### config.mk
export PLATFORM = sky130hd
export DESIGN_NAME = pipe_ctrl_flat
export DESIGN_NICKNAME = d
export VERILOG_FILES = /design/src/rtl/pipe_ctrl_if.sv /design/src/rtl/pipe_ctrl.sv /design/src/flat_wrapper.sv
export SDC_FILE = /design/constraint.sdc
export NUM_CORES = 1
export LEC_CHECK = 0
export ABC_AREA = 0
export BUFFER_PORTS_ARGS = -buffer_cell sky130_fd_sc_hd__buf_4
export CORE_ASPECT_RATIO = 0.5
export CORE_MARGIN = 2
export CORE_UTILIZATION = 44
export DETAILED_ROUTE_END_ITERATION = 10
export PLACE_DENSITY = 0.88
export SLEW_MARGIN = 15
export SYNTH_ARGS = -nofsm -noshare
export SYNTH_HDL_FRONTEND = slang
export SYNTH_SLANG_ARGS = --single-unit
### constraint.sdc
create_clock -name sys_clk -period 2 [get_ports sys_clk]
set_clock_uncertainty 0.2 [all_clocks]
set_input_delay 0.4 -clock sys_clk [delete_from_list [all_inputs] [get_ports sys_clk]]
set_output_delay 0.4 -clock sys_clk [all_outputs]
set_load 0.03 [all_outputs]
### src/rtl/pipe_ctrl_if.sv
// Boundary bundle between pipe_ctrl and the fetch/decode/execute/memory/writeback stages.
interface pipe_ctrl_if #(
    parameter int unsigned DATA_WIDTH     = 8,
    parameter int unsigned ADDR_WIDTH     = 4,
    parameter int unsigned INST_WIDTH     = 8,
    parameter int unsigned REG_ADDR_WIDTH = 2,
    parameter int unsigned CTL_WIDTH      = 6
);
    // fetch side
    logic [ADDR_WIDTH-1:0]     inst_addr_if;
    logic [INST_WIDTH-1:0]     inst_if;
    logic                      pc_hold;
    // IF/ID and decode side
    logic [ADDR_WIDTH-1:0]     inst_addr_id;
    logic [INST_WIDTH-1:0]     inst_id;
    logic [CTL_WIDTH-1:0]      ctl_id;
    logic                      reg_we_id;
    logic                      mem_re_id;
    logic                      jump_id;
    logic [REG_ADDR_WIDTH-1:0] rs1_id;
    logic [REG_ADDR_WIDTH-1:0] rs2_id;
    logic [REG_ADDR_WIDTH-1:0] dst_reg_id;
    logic                      rs1_used_id;
    logic                      rs2_used_id;
    logic [DATA_WIDTH-1:0]     r1_val_id;
    logic [DATA_WIDTH-1:0]     r2_val_id;
    logic [DATA_WIDTH-1:0]     imm_id;
    // ID/EX and execute side
    logic [CTL_WIDTH-1:0]      ctl_ex;
    logic [ADDR_WIDTH-1:0]     inst_addr_ex;
    logic [DATA_WIDTH-1:0]     imm_ex;
    logic                      jump_ex;
    logic [DATA_WIDTH-1:0]     r1_ex;
    logic [DATA_WIDTH-1:0]     r2_ex;
    logic [DATA_WIDTH-1:0]     alu_out_ex;
    logic [ADDR_WIDTH-1:0]     jump_addr_ex;
    // EX/MA and memory side
    logic [CTL_WIDTH-1:0]      ctl_ma;
    logic                      mem_re_ma;
    logic [DATA_WIDTH-1:0]     alu_out_ma;
    logic                      jump_flag_ma;
    logic [ADDR_WIDTH-1:0]     jump_addr_ma;
    logic [DATA_WIDTH-1:0]     load_val_ma;
    // MA/WB and writeback side
    logic                      reg_we_wb;
    logic [REG_ADDR_WIDTH-1:0] dst_reg_wb;
    logic [DATA_WIDTH-1:0]     data_wb;

    // master: the surrounding core stages
    modport master (
        output inst_addr_if, inst_if,
        output ctl_id, reg_we_id, mem_re_id, jump_id, rs1_id, rs2_id, dst_reg_id,
        output rs1_used_id, rs2_used_id, r1_val_id, r2_val_id, imm_id,
        output alu_out_ex, jump_addr_ex, load_val_ma,
        input  pc_hold, inst_addr_id, inst_id,
        input  ctl_ex, inst_addr_ex, imm_ex, jump_ex, r1_ex, r2_ex,
        input  ctl_ma, mem_re_ma, alu_out_ma, jump_flag_ma, jump_addr_ma,
        input  reg_we_wb, dst_reg_wb, data_wb
    );

    // slave: pipe_ctrl itself
    modport slave (
        input  inst_addr_if, inst_if,
        input  ctl_id, reg_we_id, mem_re_id, jump_id, rs1_id, rs2_id, dst_reg_id,
        input  rs1_used_id, rs2_used_id, r1_val_id, r2_val_id, imm_id,
        input  alu_out_ex, jump_addr_ex, load_val_ma,
        output pc_hold, inst_addr_id, inst_id,
        output ctl_ex, inst_addr_ex, imm_ex, jump_ex, r1_ex, r2_ex,
        output ctl_ma, mem_re_ma, alu_out_ma, jump_flag_ma, jump_addr_ma,
        output reg_we_wb, dst_reg_wb, data_wb
    );
endinterface

### src/rtl/pipe_ctrl.sv
// Pipeline boundary registers plus hazard detection, stall, flush and forwarding for the 5-stage core.
// Optional feature: define PIPE_FWD_EN to forward MA/WB results into EX (only load-use then stalls).
module pipe_ctrl #(
    parameter int unsigned DATA_WIDTH     = 8,
    parameter int unsigned ADDR_WIDTH     = 4,
    parameter int unsigned INST_WIDTH     = 8,
    parameter int unsigned REG_ADDR_WIDTH = 2,
    parameter int unsigned CTL_WIDTH      = 6
) (
    input  logic        sys_clk,
    input  logic        sys_rst,
    pipe_ctrl_if.slave  bus
);

    // IF/ID
    logic                      r_valid_id;
    logic [ADDR_WIDTH-1:0]     r_inst_addr_id;
    logic [INST_WIDTH-1:0]     r_inst_id;
    // ID/EX
    logic                      r_valid_ex;
    logic [CTL_WIDTH-1:0]      r_ctl_ex;
    logic [ADDR_WIDTH-1:0]     r_inst_addr_ex;
    logic [DATA_WIDTH-1:0]     r_imm_ex;
    logic                      r_jump_ex;
    logic                      r_reg_we_ex;
    logic                      r_mem_re_ex;
    logic [REG_ADDR_WIDTH-1:0] r_dst_ex;
    logic [DATA_WIDTH-1:0]     r_r1_ex;
    logic [DATA_WIDTH-1:0]     r_r2_ex;
`ifdef PIPE_FWD_EN
    logic [REG_ADDR_WIDTH-1:0] r_rs1_ex;
    logic [REG_ADDR_WIDTH-1:0] r_rs2_ex;
    logic                      r_rs1_used_ex;
    logic                      r_rs2_used_ex;
`endif
    // EX/MA
    logic                      r_valid_ma;
    logic [CTL_WIDTH-1:0]      r_ctl_ma;
    logic                      r_reg_we_ma;
    logic                      r_mem_re_ma;
    logic [REG_ADDR_WIDTH-1:0] r_dst_ma;
    logic [DATA_WIDTH-1:0]     r_alu_out_ma;
    logic                      r_jump_flag_ma;
    logic [ADDR_WIDTH-1:0]     r_jump_addr_ma;
    // MA/WB
    logic                      r_valid_wb;
    logic                      r_reg_we_wb;
    logic                      r_mem_re_wb;
    logic [REG_ADDR_WIDTH-1:0] r_dst_wb;
    logic [DATA_WIDTH-1:0]     r_alu_out_wb;

    logic                      w_flush;
    logic                      w_stall;
    logic                      w_m1_ex, w_m2_ex, w_m1_ma, w_m2_ma;
    logic [DATA_WIDTH-1:0]     w_data_wb;
    logic [DATA_WIDTH-1:0]     w_r1_cap;
    logic [DATA_WIDTH-1:0]     w_r2_cap;
    logic [DATA_WIDTH-1:0]     w_r1_ex;
    logic [DATA_WIDTH-1:0]     w_r2_ex;

    assign w_flush   = r_jump_flag_ma;
    assign w_data_wb = r_mem_re_wb ? bus.load_val_ma : r_alu_out_wb;

    // RAW matches of the instruction in ID against producers in EX and MA
    assign w_m1_ex = r_valid_ex & r_reg_we_ex & (r_dst_ex == bus.rs1_id) & bus.rs1_used_id;
    assign w_m2_ex = r_valid_ex & r_reg_we_ex & (r_dst_ex == bus.rs2_id) & bus.rs2_used_id;
    assign w_m1_ma = r_valid_ma & r_reg_we_ma & (r_dst_ma == bus.rs1_id) & bus.rs1_used_id;
    assign w_m2_ma = r_valid_ma & r_reg_we_ma & (r_dst_ma == bus.rs2_id) & bus.rs2_used_id;

`ifdef PIPE_FWD_EN
    // ALU results are forwarded, so only a load still in flight forces a wait
    assign w_stall = r_valid_id & ((r_mem_re_ex & (w_m1_ex | w_m2_ex)) |
                                   (r_mem_re_ma & (w_m1_ma | w_m2_ma)));
`else
    assign w_stall = r_valid_id & (w_m1_ex | w_m2_ex | w_m1_ma | w_m2_ma);
`endif

    // Flush and reset release the PC so fetch can redirect immediately
    assign bus.pc_hold = w_stall & ~w_flush & ~sys_rst;

    // Regfile write and read in the same cycle: take the value being written
    assign w_r1_cap = (r_valid_wb & r_reg_we_wb & (r_dst_wb == bus.rs1_id)) ? w_data_wb : bus.r1_val_id;
    assign w_r2_cap = (r_valid_wb & r_reg_we_wb & (r_dst_wb == bus.rs2_id)) ? w_data_wb : bus.r2_val_id;

`ifdef PIPE_FWD_EN
    logic w_f1_ma, w_f2_ma, w_f1_wb, w_f2_wb;

    // A load in MA has no data yet; it is covered by the load-use stall instead
    assign w_f1_ma = r_valid_ma & r_reg_we_ma & ~r_mem_re_ma & (r_dst_ma == r_rs1_ex) & r_rs1_used_ex;
    assign w_f2_ma = r_valid_ma & r_reg_we_ma & ~r_mem_re_ma & (r_dst_ma == r_rs2_ex) & r_rs2_used_ex;
    assign w_f1_wb = r_valid_wb & r_reg_we_wb & (r_dst_wb == r_rs1_ex) & r_rs1_used_ex;
    assign w_f2_wb = r_valid_wb & r_reg_we_wb & (r_dst_wb == r_rs2_ex) & r_rs2_used_ex;

    always_comb begin
        w_r1_ex = r_r1_ex;
        w_r2_ex = r_r2_ex;
        if (w_f1_ma)      w_r1_ex = r_alu_out_ma;
        else if (w_f1_wb) w_r1_ex = w_data_wb;
        if (w_f2_ma)      w_r2_ex = r_alu_out_ma;
        else if (w_f2_wb) w_r2_ex = w_data_wb;
    end
`else
    always_comb begin
        w_r1_ex = r_r1_ex;
        w_r2_ex = r_r2_ex;
    end
`endif

    // IF/ID: bubble on flush, hold on stall
    always_ff @(posedge sys_clk) begin
        if (sys_rst || w_flush) begin
            r_valid_id     <= 1'b0;
            r_inst_addr_id <= '0;
            r_inst_id      <= '0;
        end else if (!w_stall) begin
            r_valid_id     <= 1'b1;
            r_inst_addr_id <= bus.inst_addr_if;
            r_inst_id      <= bus.inst_if;
        end
    end

    // ID/EX: a stalled or invalid ID slot enters EX as a bubble
    always_ff @(posedge sys_clk) begin
        if (sys_rst || w_flush || w_stall || !r_valid_id) begin
            r_valid_ex     <= 1'b0;
            r_ctl_ex       <= '0;
            r_inst_addr_ex <= '0;
            r_imm_ex       <= '0;
            r_jump_ex      <= 1'b0;
            r_reg_we_ex    <= 1'b0;
            r_mem_re_ex    <= 1'b0;
            r_dst_ex       <= '0;
            r_r1_ex        <= '0;
            r_r2_ex        <= '0;
`ifdef PIPE_FWD_EN
            r_rs1_ex       <= '0;
            r_rs2_ex       <= '0;
            r_rs1_used_ex  <= 1'b0;
            r_rs2_used_ex  <= 1'b0;
`endif
        end else begin
            r_valid_ex     <= 1'b1;
            r_ctl_ex       <= bus.ctl_id;
            r_inst_addr_ex <= r_inst_addr_id;
            r_imm_ex       <= bus.imm_id;
            r_jump_ex      <= bus.jump_id;
            r_reg_we_ex    <= bus.reg_we_id;
            r_mem_re_ex    <= bus.mem_re_id;
            r_dst_ex       <= bus.dst_reg_id;
            r_r1_ex        <= w_r1_cap;
            r_r2_ex        <= w_r2_cap;
`ifdef PIPE_FWD_EN
            r_rs1_ex       <= bus.rs1_id;
            r_rs2_ex       <= bus.rs2_id;
            r_rs1_used_ex  <= bus.rs1_used_id;
            r_rs2_used_ex  <= bus.rs2_used_id;
`endif
        end
    end

    // EX/MA: never stalls; the wrong-path instruction in EX is dropped on flush
    always_ff @(posedge sys_clk) begin
        if (sys_rst || w_flush || !r_valid_ex) begin
            r_valid_ma     <= 1'b0;
            r_ctl_ma       <= '0;
            r_reg_we_ma    <= 1'b0;
            r_mem_re_ma    <= 1'b0;
            r_dst_ma       <= '0;
            r_alu_out_ma   <= '0;
            r_jump_flag_ma <= 1'b0;
            r_jump_addr_ma <= '0;
        end else begin
            r_valid_ma     <= 1'b1;
            r_ctl_ma       <= r_ctl_ex;
            r_reg_we_ma    <= r_reg_we_ex;
            r_mem_re_ma    <= r_mem_re_ex;
            r_dst_ma       <= r_dst_ex;
            r_alu_out_ma   <= bus.alu_out_ex;
            r_jump_flag_ma <= r_jump_ex;
            r_jump_addr_ma <= bus.jump_addr_ex;
        end
    end

    // MA/WB: the jump itself retires normally, so this stage ignores flush
    always_ff @(posedge sys_clk) begin
        if (sys_rst || !r_valid_ma) begin
            r_valid_wb   <= 1'b0;
            r_reg_we_wb  <= 1'b0;
            r_mem_re_wb  <= 1'b0;
            r_dst_wb     <= '0;
            r_alu_out_wb <= '0;
        end else begin
            r_valid_wb   <= 1'b1;
            r_reg_we_wb  <= r_reg_we_ma;
            r_mem_re_wb  <= r_mem_re_ma;
            r_dst_wb     <= r_dst_ma;
            r_alu_out_wb <= r_alu_out_ma;
        end
    end

    assign bus.inst_addr_id = r_inst_addr_id;
    assign bus.inst_id      = r_inst_id;
    assign bus.ctl_ex       = r_ctl_ex;
    assign bus.inst_addr_ex = r_inst_addr_ex;
    assign bus.imm_ex       = r_imm_ex;
    assign bus.jump_ex      = r_jump_ex;
    assign bus.r1_ex        = w_r1_ex;
    assign bus.r2_ex        = w_r2_ex;
    assign bus.ctl_ma       = r_ctl_ma;
    assign bus.mem_re_ma    = r_mem_re_ma;
    assign bus.alu_out_ma   = r_alu_out_ma;
    assign bus.jump_flag_ma = r_jump_flag_ma;
    assign bus.jump_addr_ma = r_jump_addr_ma;
    assign bus.reg_we_wb    = r_reg_we_wb;
    assign bus.dst_reg_wb   = r_dst_wb;
    assign bus.data_wb      = w_data_wb;

endmodule

### src/flat_wrapper.sv
// flat-port wrapper written by rule: the top's interface ports become plain ports
module pipe_ctrl_flat 
#(
    parameter int unsigned DATA_WIDTH     = 8,
    parameter int unsigned ADDR_WIDTH     = 4,
    parameter int unsigned INST_WIDTH     = 8,
    parameter int unsigned REG_ADDR_WIDTH = 2,
    parameter int unsigned CTL_WIDTH      = 6
)
  (sys_clk, sys_rst, bus_inst_addr_if, bus_inst_if, bus_ctl_id, bus_reg_we_id, bus_mem_re_id, bus_jump_id, bus_rs1_id, bus_rs2_id, bus_dst_reg_id, bus_rs1_used_id, bus_rs2_used_id, bus_r1_val_id, bus_r2_val_id, bus_imm_id, bus_alu_out_ex, bus_jump_addr_ex, bus_load_val_ma, bus_pc_hold, bus_inst_addr_id, bus_inst_id, bus_ctl_ex, bus_inst_addr_ex, bus_imm_ex, bus_jump_ex, bus_r1_ex, bus_r2_ex, bus_ctl_ma, bus_mem_re_ma, bus_alu_out_ma, bus_jump_flag_ma, bus_jump_addr_ma, bus_reg_we_wb, bus_dst_reg_wb, bus_data_wb);
  pipe_ctrl_if #(.DATA_WIDTH(DATA_WIDTH), .ADDR_WIDTH(ADDR_WIDTH), .INST_WIDTH(INST_WIDTH), .REG_ADDR_WIDTH(REG_ADDR_WIDTH), .CTL_WIDTH(CTL_WIDTH)) bus_i ();
  input  logic sys_clk;
  input  logic sys_rst;
  input wire logic [$bits(bus_i.inst_addr_if)-1:0] bus_inst_addr_if;
  input wire logic [$bits(bus_i.inst_if)-1:0] bus_inst_if;
  input wire logic [$bits(bus_i.ctl_id)-1:0] bus_ctl_id;
  input wire logic [$bits(bus_i.reg_we_id)-1:0] bus_reg_we_id;
  input wire logic [$bits(bus_i.mem_re_id)-1:0] bus_mem_re_id;
  input wire logic [$bits(bus_i.jump_id)-1:0] bus_jump_id;
  input wire logic [$bits(bus_i.rs1_id)-1:0] bus_rs1_id;
  input wire logic [$bits(bus_i.rs2_id)-1:0] bus_rs2_id;
  input wire logic [$bits(bus_i.dst_reg_id)-1:0] bus_dst_reg_id;
  input wire logic [$bits(bus_i.rs1_used_id)-1:0] bus_rs1_used_id;
  input wire logic [$bits(bus_i.rs2_used_id)-1:0] bus_rs2_used_id;
  input wire logic [$bits(bus_i.r1_val_id)-1:0] bus_r1_val_id;
  input wire logic [$bits(bus_i.r2_val_id)-1:0] bus_r2_val_id;
  input wire logic [$bits(bus_i.imm_id)-1:0] bus_imm_id;
  input wire logic [$bits(bus_i.alu_out_ex)-1:0] bus_alu_out_ex;
  input wire logic [$bits(bus_i.jump_addr_ex)-1:0] bus_jump_addr_ex;
  input wire logic [$bits(bus_i.load_val_ma)-1:0] bus_load_val_ma;
  output wire logic [$bits(bus_i.pc_hold)-1:0] bus_pc_hold;
  output wire logic [$bits(bus_i.inst_addr_id)-1:0] bus_inst_addr_id;
  output wire logic [$bits(bus_i.inst_id)-1:0] bus_inst_id;
  output wire logic [$bits(bus_i.ctl_ex)-1:0] bus_ctl_ex;
  output wire logic [$bits(bus_i.inst_addr_ex)-1:0] bus_inst_addr_ex;
  output wire logic [$bits(bus_i.imm_ex)-1:0] bus_imm_ex;
  output wire logic [$bits(bus_i.jump_ex)-1:0] bus_jump_ex;
  output wire logic [$bits(bus_i.r1_ex)-1:0] bus_r1_ex;
  output wire logic [$bits(bus_i.r2_ex)-1:0] bus_r2_ex;
  output wire logic [$bits(bus_i.ctl_ma)-1:0] bus_ctl_ma;
  output wire logic [$bits(bus_i.mem_re_ma)-1:0] bus_mem_re_ma;
  output wire logic [$bits(bus_i.alu_out_ma)-1:0] bus_alu_out_ma;
  output wire logic [$bits(bus_i.jump_flag_ma)-1:0] bus_jump_flag_ma;
  output wire logic [$bits(bus_i.jump_addr_ma)-1:0] bus_jump_addr_ma;
  output wire logic [$bits(bus_i.reg_we_wb)-1:0] bus_reg_we_wb;
  output wire logic [$bits(bus_i.dst_reg_wb)-1:0] bus_dst_reg_wb;
  output wire logic [$bits(bus_i.data_wb)-1:0] bus_data_wb;
  assign bus_i.inst_addr_if = bus_inst_addr_if;
  assign bus_i.inst_if = bus_inst_if;
  assign bus_i.ctl_id = bus_ctl_id;
  assign bus_i.reg_we_id = bus_reg_we_id;
  assign bus_i.mem_re_id = bus_mem_re_id;
  assign bus_i.jump_id = bus_jump_id;
  assign bus_i.rs1_id = bus_rs1_id;
  assign bus_i.rs2_id = bus_rs2_id;
  assign bus_i.dst_reg_id = bus_dst_reg_id;
  assign bus_i.rs1_used_id = bus_rs1_used_id;
  assign bus_i.rs2_used_id = bus_rs2_used_id;
  assign bus_i.r1_val_id = bus_r1_val_id;
  assign bus_i.r2_val_id = bus_r2_val_id;
  assign bus_i.imm_id = bus_imm_id;
  assign bus_i.alu_out_ex = bus_alu_out_ex;
  assign bus_i.jump_addr_ex = bus_jump_addr_ex;
  assign bus_i.load_val_ma = bus_load_val_ma;
  assign bus_pc_hold = bus_i.pc_hold;
  assign bus_inst_addr_id = bus_i.inst_addr_id;
  assign bus_inst_id = bus_i.inst_id;
  assign bus_ctl_ex = bus_i.ctl_ex;
  assign bus_inst_addr_ex = bus_i.inst_addr_ex;
  assign bus_imm_ex = bus_i.imm_ex;
  assign bus_jump_ex = bus_i.jump_ex;
  assign bus_r1_ex = bus_i.r1_ex;
  assign bus_r2_ex = bus_i.r2_ex;
  assign bus_ctl_ma = bus_i.ctl_ma;
  assign bus_mem_re_ma = bus_i.mem_re_ma;
  assign bus_alu_out_ma = bus_i.alu_out_ma;
  assign bus_jump_flag_ma = bus_i.jump_flag_ma;
  assign bus_jump_addr_ma = bus_i.jump_addr_ma;
  assign bus_reg_we_wb = bus_i.reg_we_wb;
  assign bus_dst_reg_wb = bus_i.dst_reg_wb;
  assign bus_data_wb = bus_i.data_wb;
  pipe_ctrl #(.DATA_WIDTH(DATA_WIDTH), .ADDR_WIDTH(ADDR_WIDTH), .INST_WIDTH(INST_WIDTH), .REG_ADDR_WIDTH(REG_ADDR_WIDTH), .CTL_WIDTH(CTL_WIDTH)) u_core (.sys_clk(sys_clk), .sys_rst(sys_rst), .bus(bus_i));
endmodule
==> results.rst, run 1 <==
.. list-table::
   :header-rows: 1

   * - Metric
     - Value
   * - Share of the yosys chip area belonging to registers
     - 60.5%
   * - Chip width
     - 120 microns
   * - Number of different library cells in the post-synthesis netlist
     - 18
   * - Most used DFF post-synth
     - sky130_fd_sc_hd__dfxtp_1
   * - Setup-violating endpoint count in the final report
     - 53
   * - Number of nets in the finished design
     - 563
   * - Final critical path time including I/O delays and setup
     - 2.41 ns
   * - Post-detailed-route wirelength per cell
     - around 18 microns
   * - Class of the worst hold path
     - primary input to flip-flop
   * - Final-layout fill cell count
     - approximately 400
   * - Total GRT Usage
     - 24.8%
   * - Number of CTS-inserted buffers
     - 9
   * - Post-Route Hold Slack
     - 0.0752 ns
   * - Fraction of the core area covered by cells at the end of the flow
     - 79.3%
   * - Slew Limit Fails
     - 0
   * - Wire length reported by the detailed router
     - roughly 10000 microns
   * - Worst EP required
     - about 1.4 ns
   * - DRC violations left
     - 0
   * - Slew at the pin closest to its max-slew limit
     - 0.702 ns
   * - Flops & latches, synth
     - 90
   * - Storage element area
     - 1810 sq um
   * - H-tree depth reported by CTS
     - 3
   * - Violated checks
     - negative setup slack
   * - Number of global-route vias before repair
     - 2874
   * - Number of ports placed on the die boundary
     - 154
   * - Dominant cell by count in the synthesized netlist
     - sky130_fd_sc_hd__dfxtp_1
   * - Max rail drop VDD
     - 0.406 mV
   * - Clock tree from TritonCTS
     - built
   * - GP Congestion
     - between 0.7 and 0.8
   * - Post-route total power
     - 4.04 mW
   * - Clock Sinks
     - 90
   * - Number of antenna violations at the first check in global routing
     - 0
   * - Overall overflow remaining after global route
     - 0
   * - Worst slew margin relative to its limit
     - 53.1%
   * - Endpoint arrival time on the critical path
     - roughly 1.8 ns
   * - Largest net degree at the start of global routing
     - 26
   * - Effective utilization at floorplan
     - 45.0%
   * - Post-detail-place hpwl
     - 5510 microns
   * - Ratio of cells with drive above 1 in the final layout
     - 53.7%
   * - Clock slew at the register clock pins of the worst setup and hold paths
     - roughly 0.06 ns
   * - Startpoint type of the worst setup path
     - flip-flop
   * - Global-route wire length before repair
     - 14300 microns
   * - Leakage power
     - 2.50 nW
   * - Router iterations before antenna repair
     - 4
   * - Buffer levels on the longest clock path
     - 2
   * - Finished Layout Cells
     - 584
   * - Master cell of the clock root buffer
     - sky130_fd_sc_hd__clkbuf_16
   * - Residual antenna-violating net count after detailed routing
     - 0
   * - Setup crit end kind
     - output port
   * - Power density over cell area
     - 770 nW/um^2
   * - Violation count after the first detailed-route iteration
     - between 150 and 200
   * - Share of synthesized registers carrying an async set or reset
     - 0%
   * - Routed metal-1 wire length
     - 3860 microns
   * - Synthesis-to-finish area growth
     - 76.4%
   * - Sum of met2 wire segment lengths after detailed routing
     - ~5400 microns
   * - Core ar.
     - 6620 sq um
   * - Total via count in the routed design
     - 2909
   * - Cell type with the highest aggregate area in the netlist
     - sky130_fd_sc_hd__dfxtp_1
   * - Die footprint
     - 7480 sq um
   * - Highest layer used for signal routing
     - met4
   * - Number of flops mapped to enable cells by yosys
     - 0
   * - Number of placed instances with taps included
     - 551
   * - Number of max-cap violations
     - 0
   * - Yosys Warn Count
     - 0
   * - Final number of hold-violating endpoints
     - 0
   * - Mapped Area
     - 2980 sq um
   * - Number of diodes added for antenna fixing
     - 0
   * - Height of the chip
     - 62.2 microns
   * - Worst setup timing slack at the placement stage
     - -0.195 ns
   * - Result of the run
     - finished with violations
   * - Detailed-routed wire length on met3
     - 663 microns
   * - Highest fanout seen on the critical path
     - 4
   * - Cell count after synthesis
     - about 300
   * - RSZ-0062 raised after global routing
     - yes
   * - Worst Setup Path Type
     - flip-flop to output port
   * - Commonest cells in the netlist
     - sky130_fd_sc_hd__dfxtp_1, sky130_fd_sc_hd__nor2_1, sky130_fd_sc_hd__inv_1
   * - Drt via density
     - about 5
   * - Buffers added on ports
     - 153
   * - Average size of a mapped cell
     - 9.64 sq um
   * - Share of the synthesized area in the top cell type
     - 60.5%
   * - Area occupied by multi-input gates
     - roughly 1400 sq um
   * - Net count after synthesis
     - 384
   * - Cell types with the largest area share after synthesis
     - sky130_fd_sc_hd__dfxtp_1, sky130_fd_sc_hd__mux2i_1, sky130_fd_sc_hd__nor2_1, sky130_fd_sc_hd__and3_1, sky130_fd_sc_hd__a211oi_1
   * - Hold buffer count at cts
     - 0
   * - Highest clock rate
     - 415 MHz
   * - Skew-Pair Late Insertion Delay
     - approximately 0.34 ns
   * - # rows
     - 21
   * - Post-layout worst setup margin
     - -0.411 ns
   * - Final clock period utilization by the worst path
     - 121%
## layout by cell type (no fill, tap or decap)
master | synthesis | routed
sky130_fd_sc_hd__nor2b_1 | 1 | 1
sky130_fd_sc_hd__clkinv_2 | 0 | 2
sky130_fd_sc_hd__a21oi_2 | 0 | 1
sky130_fd_sc_hd__and2_1 | 12 | 12
sky130_fd_sc_hd__nand4_1 | 1 | 1
sky130_fd_sc_hd__a211oi_2 | 0 | 16
sky130_fd_sc_hd__nor3_2 | 0 | 6
sky130_fd_sc_hd__dfxtp_1 | 90 | 85
sky130_fd_sc_hd__and3_1 | 23 | 23
sky130_fd_sc_hd__nor4_2 | 0 | 4
sky130_fd_sc_hd__dfxtp_4 | 0 | 2
sky130_fd_sc_hd__mux2i_4 | 0 | 8
sky130_fd_sc_hd__dfxtp_2 | 0 | 3
sky130_fd_sc_hd__nor2_2 | 0 | 13
sky130_fd_sc_hd__nand3_2 | 0 | 1
sky130_fd_sc_hd__bufinv_16 | 0 | 1
sky130_fd_sc_hd__xor2_2 | 0 | 1
sky130_fd_sc_hd__clkbuf_8 | 0 | 1
sky130_fd_sc_hd__buf_6 | 0 | 2
sky130_fd_sc_hd__nand2_1 | 31 | 31
sky130_fd_sc_hd__buf_16 | 0 | 2
sky130_fd_sc_hd__nor2_1 | 41 | 22
sky130_fd_sc_hd__clkbuf_16 | 0 | 9
sky130_fd_sc_hd__inv_1 | 32 | 32
sky130_fd_sc_hd__nor2_4 | 0 | 6
sky130_fd_sc_hd__a21boi_2 | 0 | 1
sky130_fd_sc_hd__mux2i_1 | 20 | 12
sky130_fd_sc_hd__xor2_1 | 8 | 4
sky130_fd_sc_hd__buf_12 | 0 | 5
sky130_fd_sc_hd__nand3_1 | 4 | 3
sky130_fd_sc_hd__xor2_4 | 0 | 3
sky130_fd_sc_hd__buf_8 | 0 | 2
sky130_fd_sc_hd__buf_4 | 0 | 173
sky130_fd_sc_hd__nor4_4 | 0 | 2
sky130_fd_sc_hd__clkbuf_1 | 13 | 2
## worst paths after layout
path	startpoint	endpoint	slack (ns)	depth (start not counted)
setup / recovery	u_core.r_valid_ex$_DFF_P_	bus_pc_hold	-0.41	6
hold / removal	sys_rst	u_core.bus.reg_we_wb$_SDFF_PN0_	0.08	2
setup reg to reg	u_core.r_dst_ma[0]$_SDFF_PN0_	u_core.bus.r2_ex[2]$_SDFF_PP0_	-0.23	9
hold reg to reg	u_core.bus.inst_id[5]$_SDFFE_PP0N_	u_core.bus.inst_id[5]$_SDFFE_PP0N_	0.26	2
## worst max-delay path, cell delays in order, from the launching register on
cell and delay [ns]:
sky130_fd_sc_hd__dfxtp_1 0.45, sky130_fd_sc_hd__nand3_1 0.24, sky130_fd_sc_hd__nor4_4 0.24, sky130_fd_sc_hd__nor4_2 0.10
sky130_fd_sc_hd__buf_4 0.15, sky130_fd_sc_hd__a21oi_2 0.14, sky130_fd_sc_hd__buf_6 0.15
## state kept, by name, summed over array words and instances (netlist names), 4 cells and up
register                 count
u_core.bus.jump_addr_ma      4
u_core.bus.inst_id           8
u_core.bus.r2_ex             8
u_core.bus.inst_addr_ex      4
u_core.bus.alu_out_ma        8
u_core.bus.r1_ex             8
u_core.bus.ctl_ex            6
u_core.r_alu_out_wb          8
u_core.bus.imm_ex            8
u_core.bus.ctl_ma            6
u_core.bus.inst_addr_id      4
## metal layers
metal,vias up,GRT usage [%]
li1,1347,-
met1,1384,27.0
met2,134,44.5
met3,44,6.71
met4,0,13.2
met5,-,0
## layout make-up
type / count / share of cell area, %
sequential: 90 / 34.5
timing repair buffer: 184 / 28.7
multi-input combinational: 171 / 26.9
clock buffer: 12 / 4.69
inverter: 32 / 2.29
tap: 92 / 2.19
clock inverter: 3 / 0.762
## stage by stage
step | TNS [ns] | instance area, sq um
6_report | -7.91 | 5250
5_1_grt | -12.37 | 5250
4_1_cts | -3.50 | 4960
3_5_place_dp | -4.30 | 4310
3_3_place_gp | -1.40 | 4310
2_1_floorplan | 0 | 2980
## logic make-up (layout without fill, tap and decap cells)
group,after synthesis,in the layout,synth area share [%]
flip-flops,90,90,60.5
multiplexers,20,20,6.72
XOR/XNOR,8,8,2.35
AO/OA/AOI/OAI,18,18,4.45
AND/OR/NAND/NOR,125,125,19.8
buffers and inverters,48,231,6.18
## report_power, final
group	internal (mW)	leakage (nW)	switching, mW	total (mW)
Combinational	0.243	1.62	0.280	0.523
Sequential	1.85	0.739	0.0356	1.89
Clock	0.991	0.142	0.644	1.63
## timing repair
item                       in CTS  in global routing
setup endpoints to repair      43                 61
buffers inserted                3                 12
gates resized for setup        65                 36
pin swaps                       3                  5
cloned                          3                  0
Power figures use the tool's default switching activity.
==> run 2, diff against run 1 <==
--- a/config.mk
+++ b/config.mk
@@ -13,3 +13,3 @@
 export DETAILED_ROUTE_END_ITERATION = 10
-export PLACE_DENSITY = 0.88
+export PLACE_DENSITY_LB_ADDON = 0.3
 export SLEW_MARGIN = 15
--- a/constraint.sdc
+++ b/constraint.sdc
@@ -4,2 +4,2 @@
 set_output_delay 0.4 -clock sys_clk [all_outputs]
-set_load 0.03 [all_outputs]
+set_load 0.005 [all_outputs]
==> run 2 against run 1 <==
The run still ends with negative setup slack left. Combinational power is 27% lower. Sequential share of layout area is 0.75 points higher. Wire length is 22% lower. Clock-buffer cell count is 1 lower. Final cell count is 0.34% lower. Flip-flop and latch count stayed put. Core utilization is 1.9 points lower. Critical endpoint unchanged. Largest cell class unchanged. Global-route usage is 3.7 points lower. Register-to-register slack better by 0.06 ns. Hold slack better by 0.0072 ns. Highest routed layer unchanged. Non-clock buffer count is 3 lower.
==> results.rst, run 2 (synthesis gave the netlist of run 1 again) <==
.. list-table::
   :header-rows: 1

   * - Metric
     - Value
   * - Buffer levels on the longest clock path
     - 2
   * - Highest-count cells in the layout ignoring fill and taps
     - sky130_fd_sc_hd__buf_4, sky130_fd_sc_hd__dfxtp_1, sky130_fd_sc_hd__inv_1
   * - Clock slew at the register clock pins of the worst setup and hold paths
     - ~0.06 ns
   * - Height of the chip
     - 62.2 microns
   * - Highest layer used for signal routing
     - met4
   * - Leakage power
     - 2.50 nW
   * - Worst slew margin relative to its limit
     - 75.5%
   * - Buffers added on ports
     - 153
   * - Post-Route Hold Slack
     - 0.0825 ns
   * - Drt via density
     - 4.50
   * - Largest stage delay on the critical path
     - about 0.35 ns
   * - Total GRT Usage
     - 21.2%
   * - Cell with the largest stage delay on the worst path
     - sky130_fd_sc_hd__dfxtp_2
   * - Final number of hold-violating endpoints
     - 0
   * - Largest net degree at the start of global routing
     - 35
   * - Class of the worst hold path
     - primary input to flip-flop
   * - Final clock period utilization by the worst path
     - 115%
   * - Hold Crit Start
     - bus_ctl_id[1]
   * - Setup crit end kind
     - output port
   * - Register-to-register path setup slack
     - -0.17 ns
   * - Ordered cell list for the critical path
     - xor2_2 -> nor4_1 -> nor4_2 -> buf_4 -> a21oi_2 -> buf_4
   * - Post-route total power
     - 3.99 mW
   * - Highest fanout seen on the critical path
     - 3
   * - Clock Sinks
     - 90
   * - Wire length reported by the detailed router
     - 8050 microns
   * - Worst Setup Path Type
     - flip-flop to output port
   * - Max rail drop VDD
     - 0.613 mV
   * - Core ar.
     - 6620 sq um
   * - Synthesis-to-finish area growth
     - 72.1%
   * - Sum of met2 wire segment lengths after detailed routing
     - about 4100 microns
   * - Detailed-routed wire length on met3
     - 511 microns
   * - Endpoint with the worst hold slack
     - u_core.bus.ctl_ex[1]$_SDFF_PP0_
   * - R2R Path End
     - u_core.bus.r1_ex[5]$_SDFF_PP0_
   * - Violated checks
     - negative setup slack
   * - RSZ-0062 raised after global routing
     - yes
   * - Router iterations before antenna repair
     - 4
   * - Post-layout worst setup margin
     - -0.301 ns
   * - Number of CTS-inserted buffers
     - 9
   * - Startpoint of the worst-slack reg-to-reg timing path
     - u_core.r_dst_ma[0]$_SDFF_PN0_
   * - Startpoint type of the worst setup path
     - flip-flop
   * - Power density over cell area
     - 779 nW/um^2
   * - Number of nets in the finished design
     - between 500 and 600
   * - Ratio of cells with drive above 1 in the final layout
     - 50.0%
   * - Skew-Pair Late Insertion Delay
     - between 0.3 and 0.4 ns
   * - Number of global-route vias before repair
     - 2592
   * - Number of diodes added for antenna fixing
     - 0
   * - H-tree depth reported by CTS
     - 3
   * - Library cell appearing most often on the critical path
     - sky130_fd_sc_hd__buf_4
   * - Most common cell after layout, fill and taps aside
     - sky130_fd_sc_hd__buf_4
   * - Highest clock rate
     - 435 MHz
   * - Path length in cells of the critical path
     - 6
   * - Post-detailed-route wirelength per cell
     - 13.8 microns
   * - Routed metal-1 wire length
     - 3360 microns
   * - Violation count after the first detailed-route iteration
     - 156
   * - Residual antenna-violating net count after detailed routing
     - 0
   * - Final critical path time including I/O delays and setup
     - 2.30 ns
   * - Total via count in the routed design
     - 2621
   * - Overall overflow remaining after global route
     - 0
   * - Global-route wire length before repair
     - 12300 microns
   * - Number of antenna violations at the first check in global routing
     - 0
   * - Master cell of the clock root buffer
     - sky130_fd_sc_hd__clkbuf_16
   * - Die footprint
     - between 7000 and 8000 sq um
   * - Worst hold path depth
     - 3
   * - Bufs and invs on worst path
     - 2
   * - Worst EP required
     - 1.40 ns
   * - Endpoint arrival time on the critical path
     - around 1.7 ns
   * - Logic depth of the worst register-to-register path
     - 8
   * - Number of ports placed on the die boundary
     - 154
   * - DRC violations left
     - 0
   * - Category of cells accounting for the largest share of critical-path delay
     - simple AND/OR/NAND/NOR gates
   * - Slew at the pin closest to its max-slew limit
     - 0.364 ns
   * - Hold buffer count at cts
     - 0
   * - Effective utilization at floorplan
     - between 40% and 50%
   * - Setup-violating endpoint count in the final report
     - 35
   * - Number of max-cap violations
     - 0
   * - Chip width
     - between 100 and 150 microns
   * - Post-detail-place hpwl
     - 5110 microns
   * - Clock tree from TritonCTS
     - built
   * - Slew Limit Fails
     - 0
   * - # rows
     - 21
   * - GP Congestion
     - roughly 0.8
   * - Result of the run
     - finished with violations
## run 2: how the worst max path moves through the flow
stage,slack (ns),to,from
after floorplan,0.09,u_core.bus.inst_addr_id[0]$_SDFFE_PP0N_,bus_rs2_id[0]
after global placement,-0.16,u_core.bus.r2_ex[5]$_SDFF_PP0_,bus_rs1_id[0]
after detailed placement,-0.25,u_core.bus.r1_ex[4]$_SDFF_PP0_,bus_rs1_id[0]
after CTS,-0.27,bus_pc_hold,u_core.r_dst_ex[0]$_SDFF_PP0_
after global routing,-0.39,bus_pc_hold,u_core.r_dst_ex[0]$_SDFF_PP0_
final,-0.30,bus_pc_hold,u_core.r_dst_ex[0]$_SDFF_PP0_
## run 2: through the flow
step                      instance area (sq um)  util [%]  instances  worst slack, ns  setup TNS (ns)
after global routing                       5130      77.4        582           -0.387           -7.72
final                                      5130      77.4        582           -0.301           -2.33
after global placement                     4310      65.1        552           -0.164           -4.77
after detailed placement                   4310      65.1        552           -0.248           -7.78
after CTS                                  4780      72.2        573           -0.267           -1.94
after floorplan                            2980         -        309           0.0879               0
## run 2: power by group
group / internal, mW / switching (mW) / total, mW
clock network: 1.09 / 0.640 / 1.73
registers: 1.85 / 0.0284 / 1.88
logic: 0.230 / 0.152 / 0.382
total: 3.17 / 0.821 / 3.99
## run 2: cell type report
type	instances	area [sq um]
flip-flops and latches	90	1810
fillers	461	1500
repair buffers	181	1490
multi-input cells	171	1280
clock buffers	11	233
inverters	32	120
well taps	92	115
clock inverters	5	78.8
## run 2: what timing repair did
item                       CTS  global route
cloned                       2             1
setup buffers                3             8
setup endpoints to repair   17            61
resized for setup           14            52
pin swaps                    6             3
## run 2: worst reg2reg max path: stages (launching register included)
cell and delay [ns]:
sky130_fd_sc_hd__dfxtp_4 0.39, sky130_fd_sc_hd__xor2_2 0.16, sky130_fd_sc_hd__nor4_1 0.08, sky130_fd_sc_hd__nor4_2 0.35, sky130_fd_sc_hd__buf_4 0.19, sky130_fd_sc_hd__nand4_1 0.14
sky130_fd_sc_hd__buf_6 0.17, sky130_fd_sc_hd__bufbuf_16 0.27, sky130_fd_sc_hd__a211oi_1 0.15
## run 2: metal layers
metal  vias to the layer above  track usage [%]
met5                         -                0
met4                         0             8.14
met3                         8             7.08
met2                        83             35.7
met1                      1186             25.2
li1                       1344                -
==> run 3, diff against run 2 <==
- CORE_ASPECT_RATIO: 0.5 -> 1.1
==> run 3 against run 2 <==
The run still ends with negative setup slack left. Sequential power about the same. Core utilization increased by 0.97 points. Register-to-register slack got worse by 0.04 ns. Clock-buffer cell count increased by 1. First-iteration DRC count decreased by 27%. Largest cell class unchanged. Clock power decreased by 25%.
==> results.rst, run 3 (synthesis gave the netlist of run 1 again) <==
.. list-table::
   :header-rows: 1

   * - Metric
     - Value
   * - Result of the run
     - finished with violations
   * - Violated checks
     - negative setup slack
   * - Residual antenna-violating net count after detailed routing
     - 0
   * - Total GRT Usage
     - approximately a fifth
   * - Setup crit end kind
     - output port
   * - Violation count after the first detailed-route iteration
     - 114
   * - GP Congestion
     - 0.755
   * - Height of the chip
     - 90.3 microns
   * - Ratio of cells with drive above 1 in the final layout
     - between 50 and 60%
   * - Master cell of the clock root buffer
     - sky130_fd_sc_hd__clkbuf_8
   * - Wire length reported by the detailed router
     - 8660 microns
   * - Number of CTS-inserted buffers
     - 9
   * - Highest-count cells in the layout ignoring fill and taps
     - sky130_fd_sc_hd__buf_4, sky130_fd_sc_hd__dfxtp_1, sky130_fd_sc_hd__nand2_1
   * - DRC violations left
     - 0
   * - Setup-violating endpoint count in the final report
     - 53
   * - Class of the worst hold path
     - primary input to flip-flop
   * - Highest fanout seen on the critical path
     - 3
   * - Worst slew margin relative to its limit
     - 70.5%
   * - Number of global-route vias before repair
     - roughly 2.5k
   * - Worst EP required
     - roughly 1.4 ns
   * - Number of nets in the finished design
     - 564
   * - Post-Route Hold Slack
     - 0.0297 ns
   * - Logic depth of the worst register-to-register path
     - 8
   * - Core ar.
     - 6560 sq um
   * - Register-to-register path setup slack
     - -0.21 ns
   * - Leakage power
     - 2.46 nW
   * - Final critical path time including I/O delays and setup
     - 2.43 ns
   * - Number of max-cap violations
     - 0
   * - Post-detail-place hpwl
     - 5390 microns
   * - Router iterations before antenna repair
     - 4
   * - Startpoint type of the worst setup path
     - flip-flop
   * - Drt via density
     - between 4 and 5
   * - Overall overflow remaining after global route
     - 0
   * - Total via count in the routed design
     - approximately 2.8k
   * - Number of antenna violations at the first check in global routing
     - 0
   * - # rows
     - 31
   * - Max rail drop VDD
     - between 0.4 and 0.5 mV
   * - Slew Limit Fails
     - 0
   * - Highest clock rate
     - around 410 MHz
   * - Synthesis-to-finish area growth
     - 72.6%
   * - Post-route total power
     - between 3 and 4 mW
   * - Buffers added on ports
     - between 150 and 200
   * - Clock slew at the register clock pins of the worst setup and hold paths
     - 0.09 ns
   * - Fraction of the core area covered by cells at the end of the flow
     - 78.4%
   * - H-tree depth reported by CTS
     - 3
   * - Final clock period utilization by the worst path
     - 122%
   * - Endpoint arrival time on the critical path
     - 1.83 ns
   * - Most common cell after layout, fill and taps aside
     - sky130_fd_sc_hd__buf_4
   * - Clock Sinks
     - 90
   * - RSZ-0062 raised after global routing
     - yes
   * - Number of diodes added for antenna fixing
     - 0
   * - Number of ports placed on the die boundary
     - 154
   * - Post-layout worst setup margin
     - -0.432 ns
   * - Final number of hold-violating endpoints
     - 0
   * - Die footprint
     - 7440 sq um
   * - Buffer levels on the longest clock path
     - 2
   * - Number of placed instances with taps included
     - 541
   * - Global-route wire length before repair
     - 11300 microns
   * - Skew-Pair Late Insertion Delay
     - 0.35 ns
   * - Effective utilization at floorplan
     - 45.4%
   * - Post-detailed-route wirelength per cell
     - between 15 and 20 microns
   * - Slew at the pin closest to its max-slew limit
     - approximately 0.44 ns
   * - Chip width
     - 82.4 microns
   * - Power density over cell area
     - 696 nW/um^2
   * - Worst hold path depth
     - 2
   * - Clock tree from TritonCTS
     - built
   * - Finished Layout Cells
     - 575
   * - Largest net degree at the start of global routing
     - 38
   * - Worst Setup Path Type
     - flip-flop to output port
-- run 3: layout make-up --
| class | instances | area, sq um |
|---|---|---|
| clock buffer | 12 | 135 |
| clock inverter | 3 | 65.1 |
| fill | 442 | 1420 |
| inverter | 32 | 120 |
| multi-input combinational | 171 | 1400 |
| sequential | 90 | 1810 |
| tap | 82 | 103 |
| timing repair buffer | 185 | 1510 |
-- run 3: worst paths after layout --
kind / from / to
worst max register to register: u_core.r_dst_ma[0]$_SDFF_PN0_ / u_core.bus.inst_id[2]$_SDFFE_PP0N_
worst min-delay path: sys_rst / u_core.bus.reg_we_wb$_SDFF_PN0_
worst min register to register: u_core.r_reg_we_ma$_SDFF_PN0_ / u_core.bus.reg_we_wb$_SDFF_PN0_
worst max-delay path: u_core.r_dst_ma[0]$_SDFF_PN0_ / bus_pc_hold
-- run 3: through the flow --
step | setup slack [ns] | TNS, ns | instance area (sq um)
after floorplan | 0.0879 | 0 | 2980
after global placement | -0.0947 | -1.25 | 4270
after CTS | -0.219 | -0.321 | 4560
final | -0.432 | -8.30 | 5140
after global routing | -0.513 | -12.85 | 5140
after detailed placement | -0.129 | -2.96 | 4270
-- run 3: repair_timing --
action / CTS / global route
setup endpoints to repair: 5 / 61
gates cloned: 0 / 4
pin swaps: 7 / 7
buffers inserted: 2 / 15
gates resized for setup: 18 / 87
hold buffers: 0 / 0
-- run 3: metal layers --
| layer | up-vias | track usage, % | share of wire, % |
|---|---|---|---|
| met5 | - | 0 | 0 |
| met2 | 130 | 34.1 | 53 |
| met4 | 0 | 6.25 | 1.5 |
| li1 | 1347 | - | - |
| met1 | 1287 | 21.1 | 36 |
| met3 | 16 | 8.10 | 9.5 |
-- run 3: power by group --
group / internal [mW] / total (mW) / leakage [nW] / switching (mW)
clock: 0.698 / 1.30 / 0.100 / 0.599
combinational: 0.235 / 0.406 / 1.62 / 0.170
sequential: 1.85 / 1.88 / 0.738 / 0.0292
-- run 3: worst max-delay path, cell delays in order (launching register included) --
cell and delay (ns):
sky130_fd_sc_hd__dfxtp_4 0.39, sky130_fd_sc_hd__xor2_4 0.16, sky130_fd_sc_hd__nor4_1 0.40, sky130_fd_sc_hd__nor4_2 0.10, sky130_fd_sc_hd__buf_4 0.16, sky130_fd_sc_hd__a21oi_2 0.14
sky130_fd_sc_hd__buf_4 0.14
